### src/rtl/elevator_pkg.sv
// Shared types for the elevator scheduler.
// Direction codes, door/lamp levels, panel bit indices, FSM states.
package elevator_pkg;

  typedef enum logic [1:0] {
    STOP   = 2'b00,
    DOWN   = 2'b01,
    UP     = 2'b10,
    UPDOWN = 2'b11
  } dir_e;

  typedef enum logic [1:0] {
    IDLE,
    MOVE,
    CHECK,
    DOOR
  } state_e;

  localparam logic OPEN  = 1'b1;
  localparam logic CLOSE = 1'b0;
  localparam logic ON    = 1'b1;
  localparam logic OFF   = 1'b0;

  localparam int OPEN_B  = 9;
  localparam int CLOSE_B = 8;

  // SCAN choice when leaving a stop: keep the
  // current heading if work lies ahead, else turn.
  function automatic dir_e scan_dir(
    input dir_e d,
    input logic above,
    input logic below
  );
    dir_e r;
    r = STOP;
    if (d == DOWN) begin
      if (below)      r = DOWN;
      else if (above) r = UP;
    end else begin
      if (above)      r = UP;
      else if (below) r = DOWN;
    end
    return r;
  endfunction

endpackage

### src/rtl/request_bank.sv
// Latched hall/car requests with per-floor clear and above/below summary.
// Ports: clk, rst_n, set pulses, floor + clear strobes, lamps, above/below.
module request_bank #(
  parameter int BOTTOM = 1,
  parameter int TOP    = 7
) (
  input  logic              clk,
  input  logic              rst_n,
  input  logic [TOP:BOTTOM] i_up_set,
  input  logic [TOP:BOTTOM] i_dn_set,
  input  logic [TOP:BOTTOM] i_car_set,
  input  logic [2:0]        i_floor,
  input  logic              i_clr_car,
  input  logic              i_clr_up,
  input  logic              i_clr_dn,
  output logic [TOP:BOTTOM] o_up,
  output logic [TOP:BOTTOM] o_dn,
  output logic [TOP:BOTTOM] o_car,
  output logic              o_above,
  output logic              o_below
);
  import elevator_pkg::*;

  localparam int N = TOP - BOTTOM + 1;

  logic [TOP:BOTTOM] r_up, r_dn, r_car;
  logic [TOP:BOTTOM] w_sel, w_hi, w_lo;
  logic [TOP:BOTTOM] w_up_ok, w_dn_ok, w_any;

  always_comb begin
    w_sel   = '0;
    w_hi    = '0;
    w_lo    = '0;
    w_up_ok = '0;
    w_dn_ok = '0;
    for (int i = BOTTOM; i <= TOP; i++) begin
      w_sel[i]   = int'(i_floor) == i;
      w_hi[i]    = int'(i_floor) < i;
      w_lo[i]    = int'(i_floor) > i;
      // no up call at the top, no down call at the bottom
      w_up_ok[i] = i != TOP;
      w_dn_ok[i] = i != BOTTOM;
    end
  end

  // clear is applied after set so it wins on the same bit
  always_ff @(posedge clk or negedge rst_n) begin
    if (!rst_n) begin
      r_up  <= '0;
      r_dn  <= '0;
      r_car <= '0;
    end else begin
      r_up  <= (r_up | (i_up_set & w_up_ok))
             & ~(w_sel & {N{i_clr_up}});
      r_dn  <= (r_dn | (i_dn_set & w_dn_ok))
             & ~(w_sel & {N{i_clr_dn}});
      r_car <= (r_car | i_car_set)
             & ~(w_sel & {N{i_clr_car}});
    end
  end

  assign w_any   = r_up | r_dn | r_car;
  assign o_above = |(w_any & w_hi);
  assign o_below = |(w_any & w_lo);
  assign o_up    = r_up;
  assign o_dn    = r_dn;
  assign o_car   = r_car;

endmodule

### src/rtl/elevator_scheduler.sv
// SCAN request scheduler and floor-by-floor motion sequencer.
// Ports: clk, reset, enable, calls, doorState in; floor/dir/lamps out.
module elevator_scheduler #(
  parameter int CLK_PER_FLOOR = 3,
  parameter int DOOR_TIMEOUT  = 16,
  parameter int BOTTOM        = 1,
  parameter int TOP           = 7
) (
  input  logic              clk,
  input  logic              reset,
  input  logic              enable,
  input  logic [TOP:BOTTOM] hallUp,
  input  logic [TOP:BOTTOM] hallDown,
  input  logic [9:1]        internalButton,
  input  logic              doorState,
  output logic [2:0]        currentFloor,
  output logic [1:0]        currentDirection,
  output logic [1:0]        currentFloorButton,
  output logic              moving,
  output logic [TOP:BOTTOM] carLamp,
  output logic [TOP:BOTTOM] upLamp,
  output logic [TOP:BOTTOM] downLamp
);
  import elevator_pkg::*;

  localparam int CW  = $clog2(CLK_PER_FLOOR + 1);
  localparam int TCW = $clog2(DOOR_TIMEOUT + 1);
  // CHECK is the last tick of each floor, so MOVE
  // runs one tick short of the floor period.
  localparam int LD  =
    (CLK_PER_FLOOR >= 2) ? CLK_PER_FLOOR - 2 : 0;
  localparam logic [CW-1:0] LOAD  = CW'(LD);
  localparam logic [2:0]    BOT_F = 3'(BOTTOM);
  localparam logic [2:0]    TOP_F = 3'(TOP);

  state_e          r_state, w_state_n;
  dir_e            r_dir, w_dir_n, w_exit;
  logic [2:0]      r_floor, w_floor_n;
  logic [CW-1:0]   r_cnt, w_cnt_n;
  logic [TCW-1:0]  r_tcnt, w_tcnt_n;
  logic            r_seen, w_seen_n;
  logic            w_clr_car, w_clr_up, w_clr_dn;

  logic [TOP:BOTTOM] w_up, w_dn, w_car;
  logic w_above, w_below, w_ahead;
  logic w_here, w_car_f, w_hall_dir;
  logic w_up_hit, w_dn_hit, w_at_end;
  logic w_timeout, w_unused;

  assign w_unused = ^internalButton[OPEN_B:CLOSE_B];

  request_bank #(.BOTTOM(BOTTOM), .TOP(TOP)) u_bank (
    .clk       (clk),
    .rst_n     (reset),
    .i_up_set  (hallUp),
    .i_dn_set  (hallDown),
    .i_car_set (internalButton[TOP:BOTTOM]),
    .i_floor   (r_floor),
    .i_clr_car (w_clr_car),
    .i_clr_up  (w_clr_up),
    .i_clr_dn  (w_clr_dn),
    .o_up      (w_up),
    .o_dn      (w_dn),
    .o_car     (w_car),
    .o_above   (w_above),
    .o_below   (w_below)
  );

  assign w_car_f  = w_car[r_floor];
  assign w_here   = w_car_f | w_up[r_floor]
                  | w_dn[r_floor];
  assign w_up_hit = w_up[r_floor]
                  | (w_car_f & (r_dir != DOWN));
  assign w_dn_hit = w_dn[r_floor]
                  | (w_car_f & (r_dir != UP));
  assign w_ahead  = (r_dir == UP) ? w_above
                                  : w_below;
  assign w_hall_dir = (r_dir == UP)
                    ? w_up[r_floor]
                    : w_dn[r_floor];
  assign w_at_end =
    ((r_dir == UP)   && (r_floor == TOP_F)) ||
    ((r_dir == DOWN) && (r_floor == BOT_F));
  assign w_timeout = !r_seen &&
    (r_tcnt == TCW'(DOOR_TIMEOUT - 1));
  assign w_exit = scan_dir(r_dir, w_above, w_below);

  always_ff @(posedge clk or negedge reset) begin
    if (!reset) begin
      r_state <= IDLE;
      r_dir   <= STOP;
      r_floor <= BOT_F;
      r_cnt   <= '0;
      r_tcnt  <= '0;
      r_seen  <= 1'b0;
    end else begin
      r_state <= w_state_n;
      r_dir   <= w_dir_n;
      r_floor <= w_floor_n;
      r_cnt   <= w_cnt_n;
      r_tcnt  <= w_tcnt_n;
      r_seen  <= w_seen_n;
    end
  end

  always_comb begin
    w_state_n = r_state;
    w_dir_n   = r_dir;
    w_floor_n = r_floor;
    w_cnt_n   = r_cnt;
    w_tcnt_n  = r_tcnt;
    w_seen_n  = r_seen;
    w_clr_car = 1'b0;
    w_clr_up  = 1'b0;
    w_clr_dn  = 1'b0;
    if (enable) begin
      unique case (r_state)
        IDLE: begin
          w_dir_n = STOP;
          if (w_here) begin
            w_state_n = DOOR;
            w_seen_n  = 1'b0;
            w_tcnt_n  = '0;
          end else if (w_above || w_below) begin
            w_dir_n   = w_exit;
            w_state_n = MOVE;
            w_cnt_n   = LOAD;
          end
        end
        MOVE: begin
          if (r_cnt == '0) begin
            w_floor_n = (r_dir == UP)
                      ? r_floor + 3'd1
                      : r_floor - 3'd1;
            w_state_n = CHECK;
          end else begin
            w_cnt_n = r_cnt - CW'(1);
          end
        end
        CHECK: begin
          if (w_car_f || w_hall_dir ||
              !w_ahead || w_at_end) begin
            if (w_here) begin
              w_state_n = DOOR;
              w_seen_n  = 1'b0;
              w_tcnt_n  = '0;
              // only an opposite hall call here
              if (!w_ahead && !w_car_f &&
                  !w_hall_dir)
                w_dir_n = (r_dir == UP) ? DOWN
                                        : UP;
            end else begin
              w_state_n = IDLE;
              w_dir_n   = STOP;
            end
          end else begin
            w_state_n = MOVE;
            w_cnt_n   = LOAD;
          end
        end
        DOOR: begin
          if (doorState == OPEN) begin
            w_seen_n  = 1'b1;
            w_clr_car = 1'b1;
            w_clr_up  = r_dir != DOWN;
            w_clr_dn  = r_dir != UP;
          end
          if (!r_seen)
            w_tcnt_n = r_tcnt + TCW'(1);
          if (w_timeout) begin
            w_clr_car = 1'b1;
            w_clr_up  = 1'b1;
            w_clr_dn  = 1'b1;
          end
          if (w_timeout ||
              (r_seen && doorState == CLOSE &&
               !w_up_hit && !w_dn_hit)) begin
            w_dir_n   = w_exit;
            w_state_n = (w_exit == STOP) ? IDLE
                                         : MOVE;
            w_cnt_n   = LOAD;
          end
        end
        default: w_state_n = IDLE;
      endcase
    end
  end

  assign moving = (r_state == MOVE) ||
                  (r_state == CHECK);
  assign currentFloor       = r_floor;
  assign currentDirection   = r_dir;
  assign currentFloorButton = moving ? 2'b00
                            : {w_up_hit, w_dn_hit};
  assign carLamp  = w_car;
  assign upLamp   = w_up;
  assign downLamp = w_dn;

endmodule
### config.mk
export PLATFORM = sky130hd
export DESIGN_NAME = elevator_scheduler
export DESIGN_NICKNAME = d
export VERILOG_FILES = /design/src/rtl/elevator_pkg.sv /design/src/rtl/request_bank.sv /design/src/rtl/elevator_scheduler.sv
export SDC_FILE = /design/constraint.sdc
export NUM_CORES = 1
export LEC_CHECK = 0
export CORE_MARGIN = 1
export CORE_UTILIZATION = 40
export CTS_BUF_LIST = sky130_fd_sc_hd__clkbuf_8
export DETAILED_ROUTE_END_ITERATION = 8
export GPL_TIMING_DRIVEN = 0
export PLACE_DENSITY = 0.67
export SYNTH_ARGS = -nofsm -noshare
export SYNTH_HDL_FRONTEND = slang
export SYNTH_HIERARCHICAL = 1
export SYNTH_SLANG_ARGS = --single-unit
export TNS_END_PERCENT = 30
### constraint.sdc
create_clock -name clk -period 2.6 [get_ports clk]
set_input_delay 0.39 -clock clk [delete_from_list [all_inputs] [get_ports clk]]
set_output_delay 0.39 -clock clk [all_outputs]
set_load 0.02 [all_outputs]
==> summary.txt, run 1 <==
Route
  • Top Layer Used: met4
  • Via density: between 5 and 6
  • Post-route DRC: 0
  • WL final: 6.42 mm
  • Via count: 2,265
  • Met2 WL post-DR: between 3 and 4 mm
  • Metal3 WL: between 300 and 400 um
  • Detail Route Antenna Nets: 0
  • 1st-pass router iterations: 5
  • Met1 wire length: 2.91 mm
  • Detailed Route Iter0 Violations: 80
  • Routed WL per cell: 15.9 um

Setup path
  • Crit path DAT: between 2000 and 3000 ps
  • Crit-path max FO: 7
  • Req. time, crit path: 2800 ps
  • Crit path kind: flip-flop to flip-flop
  • Critical Path Start Type: flip-flop
  • Worst Setup SP: currentFloor[0]
  • Nature of the critical path endpoint: flip-flop
  • Worst r2r src: currentFloor[0]

Status
  • Failing checks: setup timing
  • Status: finished with violations

STA
  • Tightest Pin Transition: 805 ps
  • Layout Skew: 6.64 ps
  • Number of hold violations in the final report: 0
  • Max-slew violation count: 0
  • Post-layout min period: 2760 ps
  • Relative slew slack: between 40% and 50%
  • Final worst-path cycle share: 106%
  • Fmax achieved: 362 MHz
  • Endpoints failing setup: 10
  • RSZ-0062 raised after global routing: true
  • Final setup TNS: -748 ps
  • Final setup margin: -162 ps

Place
  • Gpl congestion: around 0.87
  • Detailed placer's ending HPWL: between 4 and 5 mm
  • Place WS: -356 ps
  • I/O Buffers: 51

Global route
  • GRT overflow: 0
  • Vias in the first global route: 2,204
  • Pin count of the biggest net entering global routing: 37
  • First-pass GRT wire length: 10.6 mm
  • Antenna violations before repair: 0
  • GRT Overall Usage: 21.2%

Yosys
  • Yosys warns: 6
  • Async SR Flop Fraction: 100%
  • Cell Area, Synth: 2440 sq um
  • Synthesis-stage register bit count: 36
  • Number of distinct library cells after synthesis: 60
  • Post-Syn Area per Cell: about 9.5 sq um
  • Synth Instances: roughly 260
  • EDFF count, synth: 0
  • Post-synthesis sequential area ratio: 37.0%
  • Most used flip-flop cell after synthesis: dfrtp_1
  • Syn nets: between 200 and 300

Finish
  • Layout cells sized above 1: about 21%
  • Fillers: roughly 540
  • Commonest non-fill, non-tap cell in the layout: clkdlybuf4s50_1
  • Synth-to-Final Area Change: 38.7%
  • Most frequent cells in the layout: 48 x clkdlybuf4s50_1, 34 x dfrtp_1, 22 x nor2_1
  • # diodes: 0
  • Fin nets: 366

Clock network
  • Cts hold-fix bufs: 0
  • Clock buffer count from CTS: 5
  • Reg clk slew, reported paths: 70 ps
  • H-tree depth: 2
  • Clock Latency Late Sink: 290 ps
  • TritonCTS clock tree: done
  • Clock Path Buffers: 2
  • Clk Tree Root Cell: clkbuf_8
  • Clock Sinks: 36

Die
  • Placement row count: 28
  • Core area: 5890 sq um
  • Die Y: 80.1 um
  • Initial core utilization: 41.5%
  • I/O pin cnt: 56
  • Die area: 6420 sq um
  • Die X-Extent: 80.1 um

Job
  • Maxcap violations: 0

Power and ir drop
  • PwrDens: 1060 nW/um^2
  • Maximum vdd drop: 0.000821 V
  • Lkg Pwr: 1.36 nW

Hold path
  • Hold WC Path Type: input port to async pin
==> registers in the layout, indices dropped and copies added, names as in the netlist <==
| name | flops |
|---|---|
| u_bank/o_dn | 7 |
| u_bank/o_car | 7 |
| r_seen | 1 |
| currentDirection | 2 |
| r_tcnt | 5 |
| r_state | 2 |
| currentFloor | 3 |
| u_bank/o_up | 7 |
| r_cnt | 2 |
==> synth_stat cells, types with 3 or more instances <==
| library cell | count | area [sq um] |
|---|---|---|
| a211o_1 | 3 | 26.3 |
| a211oi_1 | 3 | 22.5 |
| a21oi_1 | 12 | 60.1 |
| a31oi_1 | 4 | 25.0 |
| and3_1 | 4 | 25.0 |
| clkbuf_1 | 4 | 15.0 |
| dfrtp_1 | 35 | 876 |
| ha_1 | 12 | 150 |
| inv_1 | 14 | 52.6 |
| mux2_2 | 5 | 56.3 |
| mux2i_1 | 5 | 50.1 |
| nand2_1 | 16 | 60.1 |
| nand2b_1 | 7 | 43.8 |
| nand3_1 | 5 | 25.0 |
| nor2_1 | 24 | 90.1 |
| nor2b_1 | 10 | 62.6 |
| nor3_1 | 7 | 35.0 |
| o21a_1 | 5 | 37.5 |
| o21ai_0 | 9 | 45.0 |
| o22a_1 | 9 | 78.8 |
| o22ai_1 | 4 | 25.0 |
| o31ai_1 | 5 | 37.5 |
| o32a_1 | 3 | 30.0 |
==> final cells by class <==
type | instances | area [sq um] | share of cell area (%)
multi-input cells | 196 | 1560 | 46.0
inverters | 14 | 52.6 | 1.55
plain buffers | 9 | 70.1 | 2.07
repair buffers | 65 | 608 | 18.0
clock buffers | 7 | 96.3 | 2.85
clock inverters | 1 | 3.75 | 0.111
flip-flops and latches | 36 | 903 | 26.7
well taps | 75 | 93.8 | 2.77
==> per-stage QoR <==
| stage | std cells | instance area, sq um | util (%) | hold WS (ps) | power, W |
|---|---|---|---|---|---|
| after floorplan | 256 | 2460 | - | 94.4 | 0.00222 |
| after global routing | 403 | 3380 | 57.5 | 269 | 0.00385 |
| final | 403 | 3380 | 57.5 | 181 | 0.00358 |
| after CTS | 398 | 3300 | 56.0 | 210 | 0.00348 |
| after global placement | 382 | 3070 | 52.1 | 502 | 0.00279 |
| after detailed placement | 382 | 3060 | 52.0 | 510 | 0.00281 |
==> per-layer routing <==
metal | global-route usage, % | up-vias
li1 | - | 1105
met1 | 27.0 | 1089
met2 | 36.2 | 63
met3 | 3.64 | 8
met4 | 6.61 | 0
met5 | 0 | -
==> where the power goes <==
part | internal, W | switching, W | total, W
Combinational | 0.00102 | 0.00131 | 0.00233
Clock | 0.000238 | 0.000202 | 0.000440
Sequential | 0.000683 | 0.000126 | 0.000809
Total | 0.00194 | 0.00163 | 0.00358
==> logic make-up after synthesis <==
group	share of synthesized area, %
XOR/XNOR	0.718
buffers and inverters	4.72
AND/OR/NAND/NOR	18.4
AO/OA/AOI/OAI	26.6
flip-flops	37.0
adder cells (fa/ha/maj)	6.15
multiplexers	6.51
==> worst max-delay path, cell delays in order (launching register included) <==
cell      delay, ps
dfstp_2         540
buf_6           140
nand2_4          60
o211ai_1        220
o21ai_2         110
a31oi_4         210
inv_2            60
o21ai_2         140
nand2_1          90
o41a_1          450
or3_4           410
o32ai_2         240
==> path summary, 6_finish.rpt <==
path                                    to  slack, ps  depth (start not counted)
max in group asynchronous  currentFloor[1]       1860                          1
min                         u_bank/o_dn[4]        180                          1
min reg2reg                       r_cnt[1]        540                          2
max reg2reg                       r_cnt[1]       -160                         11
max                               r_cnt[1]       -160                         11
min in group clk                  r_cnt[1]        540                          2
==> timing repair <==
item / 4_1_cts / 5_1_grt
hold endpoints to repair: 0 / 0
endpoints found under the setup margin: 14 / 14
gates resized for setup: 18 / 14
setup buffers: 9 / 5
pin swaps: 8 / 11
Note: power is estimated with default switching activity, not from simulation.
==> run 2: changes to the inputs <==
--- a/config.mk
+++ b/config.mk
@@ -5,6 +5,7 @@
 export SDC_FILE = /design/constraint.sdc
 export NUM_CORES = 1
 export LEC_CHECK = 0
+export CORE_ASPECT_RATIO = 1.1
 export CORE_MARGIN = 1
 export CORE_UTILIZATION = 40
 export CTS_BUF_LIST = sky130_fd_sc_hd__clkbuf_8
==> summary.txt, run 2 (synthesis gave the netlist of run 1 again) <==
Finish
  • Commonest non-fill, non-tap cell in the layout: clkdlybuf4s50_1
  • Layout cells sized above 1: 20.5%
  • Area taken by multi-input logic gates: 1560 sq um
  • Fin nets: 365
  • # diodes: 0
  • FF/Latch Area: 903 sq um
  • Most frequent cells in the layout: 48 x clkdlybuf4s50_1, 34 x dfrtp_1, 22 x nor2_1
  • Synth-to-Final Area Change: 38.5%
  • Fillers: 521

Place
  • I/O Buffers: 51
  • Place WS: -357 ps
  • Detailed placer's ending HPWL: 4.63 mm
  • Gpl congestion: ~0.9

Setup path
  • Critical path's top delay family: compound AO/OA/AOI/OAI gates
  • Largest stage delay on the critical path: 550 ps
  • Crit path DAT: 2920 ps
  • Req. time, crit path: roughly 2800 ps
  • Worst path slowest cell: dfstp_2
  • Crit path kind: flip-flop to flip-flop
  • Worst r2r src: currentFloor[0]
  • Worst Setup SP: currentFloor[0]
  • CP Buf/Inv Count: 2
  • Critical Path Start Type: flip-flop
  • Crit-path max FO: 7
  • Nature of the critical path endpoint: flip-flop
  • CP cell instances: buf_6, nand2_4, o211ai_1, o21ai_1, a31oi_4, inv_2, o21ai_2, nand2_1, o41a_1, or3_4, a211oi_2

Power and ir drop
  • Lkg Pwr: around 1.3 nW
  • PwrDens: 1060 nW/um^2
  • Maximum vdd drop: 0.000743 V

Route
  • Detailed Route Iter0 Violations: 87
  • Post-route DRC: 0
  • Detail Route Antenna Nets: 0
  • Routed WL per cell: 16.1 um
  • Via density: 5.54
  • WL final: 6.50 mm
  • 1st-pass router iterations: 4
  • Via count: 2,237

Die
  • Initial core utilization: between 40% and 50%
  • Die X-Extent: 76.5 um
  • Placement row count: 29
  • Die area: 6420 sq um
  • Core area: between 5000 and 6000 sq um
  • Die Y: 83.9 um
  • I/O pin cnt: 56

STA
  • Layout Skew: between 7 and 8 ps
  • Final setup TNS: -456 ps
  • Max-slew violation count: 0
  • Endpoints failing setup: 4
  • RSZ-0062 raised after global routing: true
  • Relative slew slack: 46.1%
  • Post-layout min period: 2730 ps
  • Fmax achieved: 367 MHz
  • Final setup margin: -127 ps
  • Final worst-path cycle share: 105%
  • Tightest Pin Transition: 808 ps
  • Number of hold violations in the final report: 0

Status
  • Status: finished with violations
  • Failing checks: setup timing

Clock network
  • H-tree depth: 2
  • Reg clk slew, reported paths: 80 ps
  • Clock Latency Late Sink: 290 ps
  • Clock Path Buffers: 2
  • Clk Tree Root Cell: clkbuf_8
  • Clock buffer count from CTS: 5
  • Clock Sinks: 36
  • TritonCTS clock tree: done

Global route
  • First-pass GRT wire length: 10.6 mm
  • Antenna violations before repair: 0
  • Vias in the first global route: 2,182
  • GRT overflow: 0
  • Pin count of the biggest net entering global routing: 37
  • GRT Overall Usage: 20.9%

Job
  • Maxcap violations: 0

Hold path
  • Hold WC Path Type: input port to async pin
## run 2: metal layers
metal	routed length [um]	part of all wire, %	up-vias	global-route usage (%)
li1	-	-	1098	-
met1	2910	45	1071	25.3
met2	3190	49	55	36.6
met3	263	4.0	13	3.93
met4	134	2.1	0	7.52
met5	0	0	-	0
## run 2: layout make-up
cell class                 instances  area share, %
tap                               77           2.85
multi-input combinational        196           46.2
sequential                        36           26.7
inverter                          14           1.56
timing repair buffer              64           17.8
clock buffer                       6           2.44
buffer                             9           2.07
clock inverter                     2          0.333
## run 2: per-stage QoR
step	instances	util [%]	power, W	hold WS, ps	area (sq um)
after floorplan	256	-	0.00222	94.4	2460
after global placement	384	52.6	0.00280	501	3070
after detailed placement	384	52.5	0.00281	529	3070
after CTS	397	56.2	0.00342	206	3280
after global routing	404	57.8	0.00383	239	3380
final	404	57.8	0.00357	185	3380
## run 2: worst paths after layout
kind,to,slack [ps],depth (start not counted)
max,r_cnt[0],-130,11
min,u_bank/o_up[5],180,1
max reg2reg,r_cnt[0],-130,11
min reg2reg,r_cnt[1],530,2
max in group asynchronous,currentFloor[1],1850,1
min in group clk,r_cnt[1],530,2
## run 2: report_power, final
part	total (W)	switching, W	internal [W]
registers	0.000808	0.000126	0.000683
clock network	0.000423	0.000211	0.000212
logic	0.00234	0.00132	0.00102
total	0.00357	0.00166	0.00191
## run 2: what timing repair did
action | in CTS | in global routing
setup buffers | 6 | 7
resized for setup | 20 | 14
hold buffers | 0 | 0
pin swaps | 7 | 7
setup endpoints to repair | 14 | 14
==> run 3: changes to the inputs <==
--- a/config.mk
+++ b/config.mk
@@ -7,11 +7,11 @@
 export LEC_CHECK = 0
 export CORE_ASPECT_RATIO = 1.1
 export CORE_MARGIN = 1
-export CORE_UTILIZATION = 40
+export CORE_UTILIZATION = 35
 export CTS_BUF_LIST = sky130_fd_sc_hd__clkbuf_8
 export DETAILED_ROUTE_END_ITERATION = 8
 export GPL_TIMING_DRIVEN = 0
-export PLACE_DENSITY = 0.67
+export PLACE_DENSITY = 0.59
 export SYNTH_ARGS = -nofsm -noshare
 export SYNTH_HDL_FRONTEND = slang
 export SYNTH_HIERARCHICAL = 1
==> summary.txt, run 3 (synthesis gave the netlist of run 1 again) <==
Status
  • Status: finished with violations
  • Failing checks: setup timing

Place
  • Detailed placer's ending HPWL: ~4.7 mm
  • Area after DPL: 3070 sq um
  • Placed instance count: 389
  • I/O Buffers: 51
  • Gpl congestion: between 0.8 and 0.9

Route
  • Post-route DRC: 0
  • Routed WL per cell: about 16 um
  • Detailed Route Iter0 Violations: 93
  • Via density: 5.54
  • WL final: ~6.7 mm
  • Detail Route Antenna Nets: 0
  • 1st-pass router iterations: 4
  • Via count: 2,299

Hold path
  • Hold WC Path Type: input port to async pin

Die
  • Die Y: 89.6 um
  • Die X-Extent: just over 80 um
  • Placement row count: 31
  • Die area: 7310 sq um
  • Core area: 6670 sq um
  • Initial core utilization: 36.6%
  • I/O pin cnt: 56

Setup path
  • R2R cell count: 7
  • Reg-to-reg endpoint: currentDirection[1]
  • Nature of the critical path endpoint: flip-flop
  • Critical Path Start Type: flip-flop
  • CP Capture Point: currentDirection[1]
  • R2R Setup Slk: -130 ps
  • Crit path DAT: 2900 ps
  • Crit-path max FO: 5
  • Req. time, crit path: ~2800 ps
  • Worst Setup SP: currentFloor[1]
  • Worst r2r src: currentFloor[1]
  • Crit path kind: flip-flop to flip-flop

STA
  • Tightest Pin Transition: 820 ps
  • Final setup margin: -135 ps
  • Max-slew violation count: 0
  • Endpoints failing setup: 8
  • Number of hold violations in the final report: 0
  • Layout Skew: 5.83 ps
  • Relative slew slack: a little under half
  • Fmax achieved: 366 MHz
  • Final worst-path cycle share: 105%
  • Post-layout min period: 2730 ps
  • RSZ-0062 raised after global routing: true

Global route
  • GRT overflow: 0
  • Pin count of the biggest net entering global routing: 37
  • Antenna violations before repair: 0
  • First-pass GRT wire length: approximately 11 mm
  • GRT Overall Usage: 19.7%
  • Vias in the first global route: 2,293

Power and ir drop
  • PwrDens: 1060 nW/um^2
  • Lkg Pwr: between 1 and 1.5 nW
  • Maximum vdd drop: around 0.00075 V
  • Tot Pwr: 0.00369 W

Finish
  • # diodes: 0
  • Area taken by multi-input logic gates: roughly 1600 sq um
  • Fin nets: about 370
  • Commonest non-fill, non-tap cell in the layout: clkdlybuf4s50_1
  • Synth-to-Final Area Change: 42.2%
  • Layout cells sized above 1: 22.8%
  • Final core utilization: about half
  • Most frequent cells in the layout: 48 x clkdlybuf4s50_1, 34 x dfrtp_1, 23 x nor2_1
  • Fin area: 3470 sq um
  • Final std cells w/o fill: 415
  • FF/Latch Area: 903 sq um
  • Fillers: ~650

Clock network
  • Clock Sinks: 36
  • H-tree depth: 2
  • Cts hold-fix bufs: 0
  • Clock Path Buffers: 2
  • TritonCTS clock tree: done
  • Clock Latency Late Sink: between 200 and 300 ps
  • Clk Tree Root Cell: clkbuf_8
  • Clock buffer count from CTS: 5
  • Reg clk slew, reported paths: 70 ps

Job
  • Maxcap violations: 0
## run 3: cell types whose count changed in the layout (fill, tap and decap cells not counted), moves of 2 or more
cell and delta:
mux2_4 +2, buf_4 +4, inv_1 +2, nor2_2 -2
## run 3: what timing repair did
item                       CTS  global route
setup buffers               15             4
setup endpoints to repair   14            14
pin swaps                   11            10
gates resized for setup     33            13
## run 3: cell type report
| class | instances | share of cell area (%) |
|---|---|---|
| clock buffer | 6 | 2.38 |
| multi-input combinational | 196 | 45.6 |
| tap | 82 | 2.96 |
| sequential | 36 | 26.0 |
| clock inverter | 2 | 0.216 |
| timing repair buffer | 70 | 19.0 |
| buffer | 9 | 2.27 |
| inverter | 14 | 1.52 |
## run 3: stage by stage
step,setup slack (ps),setup TNS (ps),hold slack [ps]
floorplan,-27.5,-54.9,94.4
global placement,-391,-3300,503
detailed placement,-409,-3570,517
CTS,-175,-837,221
global route,-242,-1640,270
finish,-135,-619,196
## run 3: routing by layer
layer	GRT usage [%]	routed length [um]	up-vias
met1	25.0	3110	1123
met2	33.3	3190	52
met4	7.02	108	0
met3	3.37	261	12
met5	0	0	-
li1	-	-	1112
## run 3: power by group
| group | switching (W) | total, W | leakage, nW | internal [W] |
|---|---|---|---|---|
| clock network | 0.000193 | 0.000401 | 0.0538 | 0.000208 |
| registers | 0.000131 | 0.000814 | 0.384 | 0.000683 |
| logic | 0.00135 | 0.00247 | 0.966 | 0.00112 |
## run 3: worst min path at each step
stage | from | end | slack [ps] | cells after the start
after floorplan | reset | currentDirection[0] | 90 | 0
after global placement | r_cnt[1] | r_cnt[1] | 500 | 2
after detailed placement | r_cnt[1] | r_cnt[1] | 520 | 2
after CTS | reset | u_bank/o_car[6] | 220 | 1
after global routing | reset | u_bank/o_car[6] | 270 | 1
final | reset | u_bank/o_car[6] | 200 | 1
## run 3: worst max-delay path, cell delays in order (launching register included)
cell and delay [ps]:
dfrtp_2 440, buf_6 150, mux2_4 310, a221oi_4 390, nor2_2 80, or4_1 510, a311o_1 410, mux2_1 320
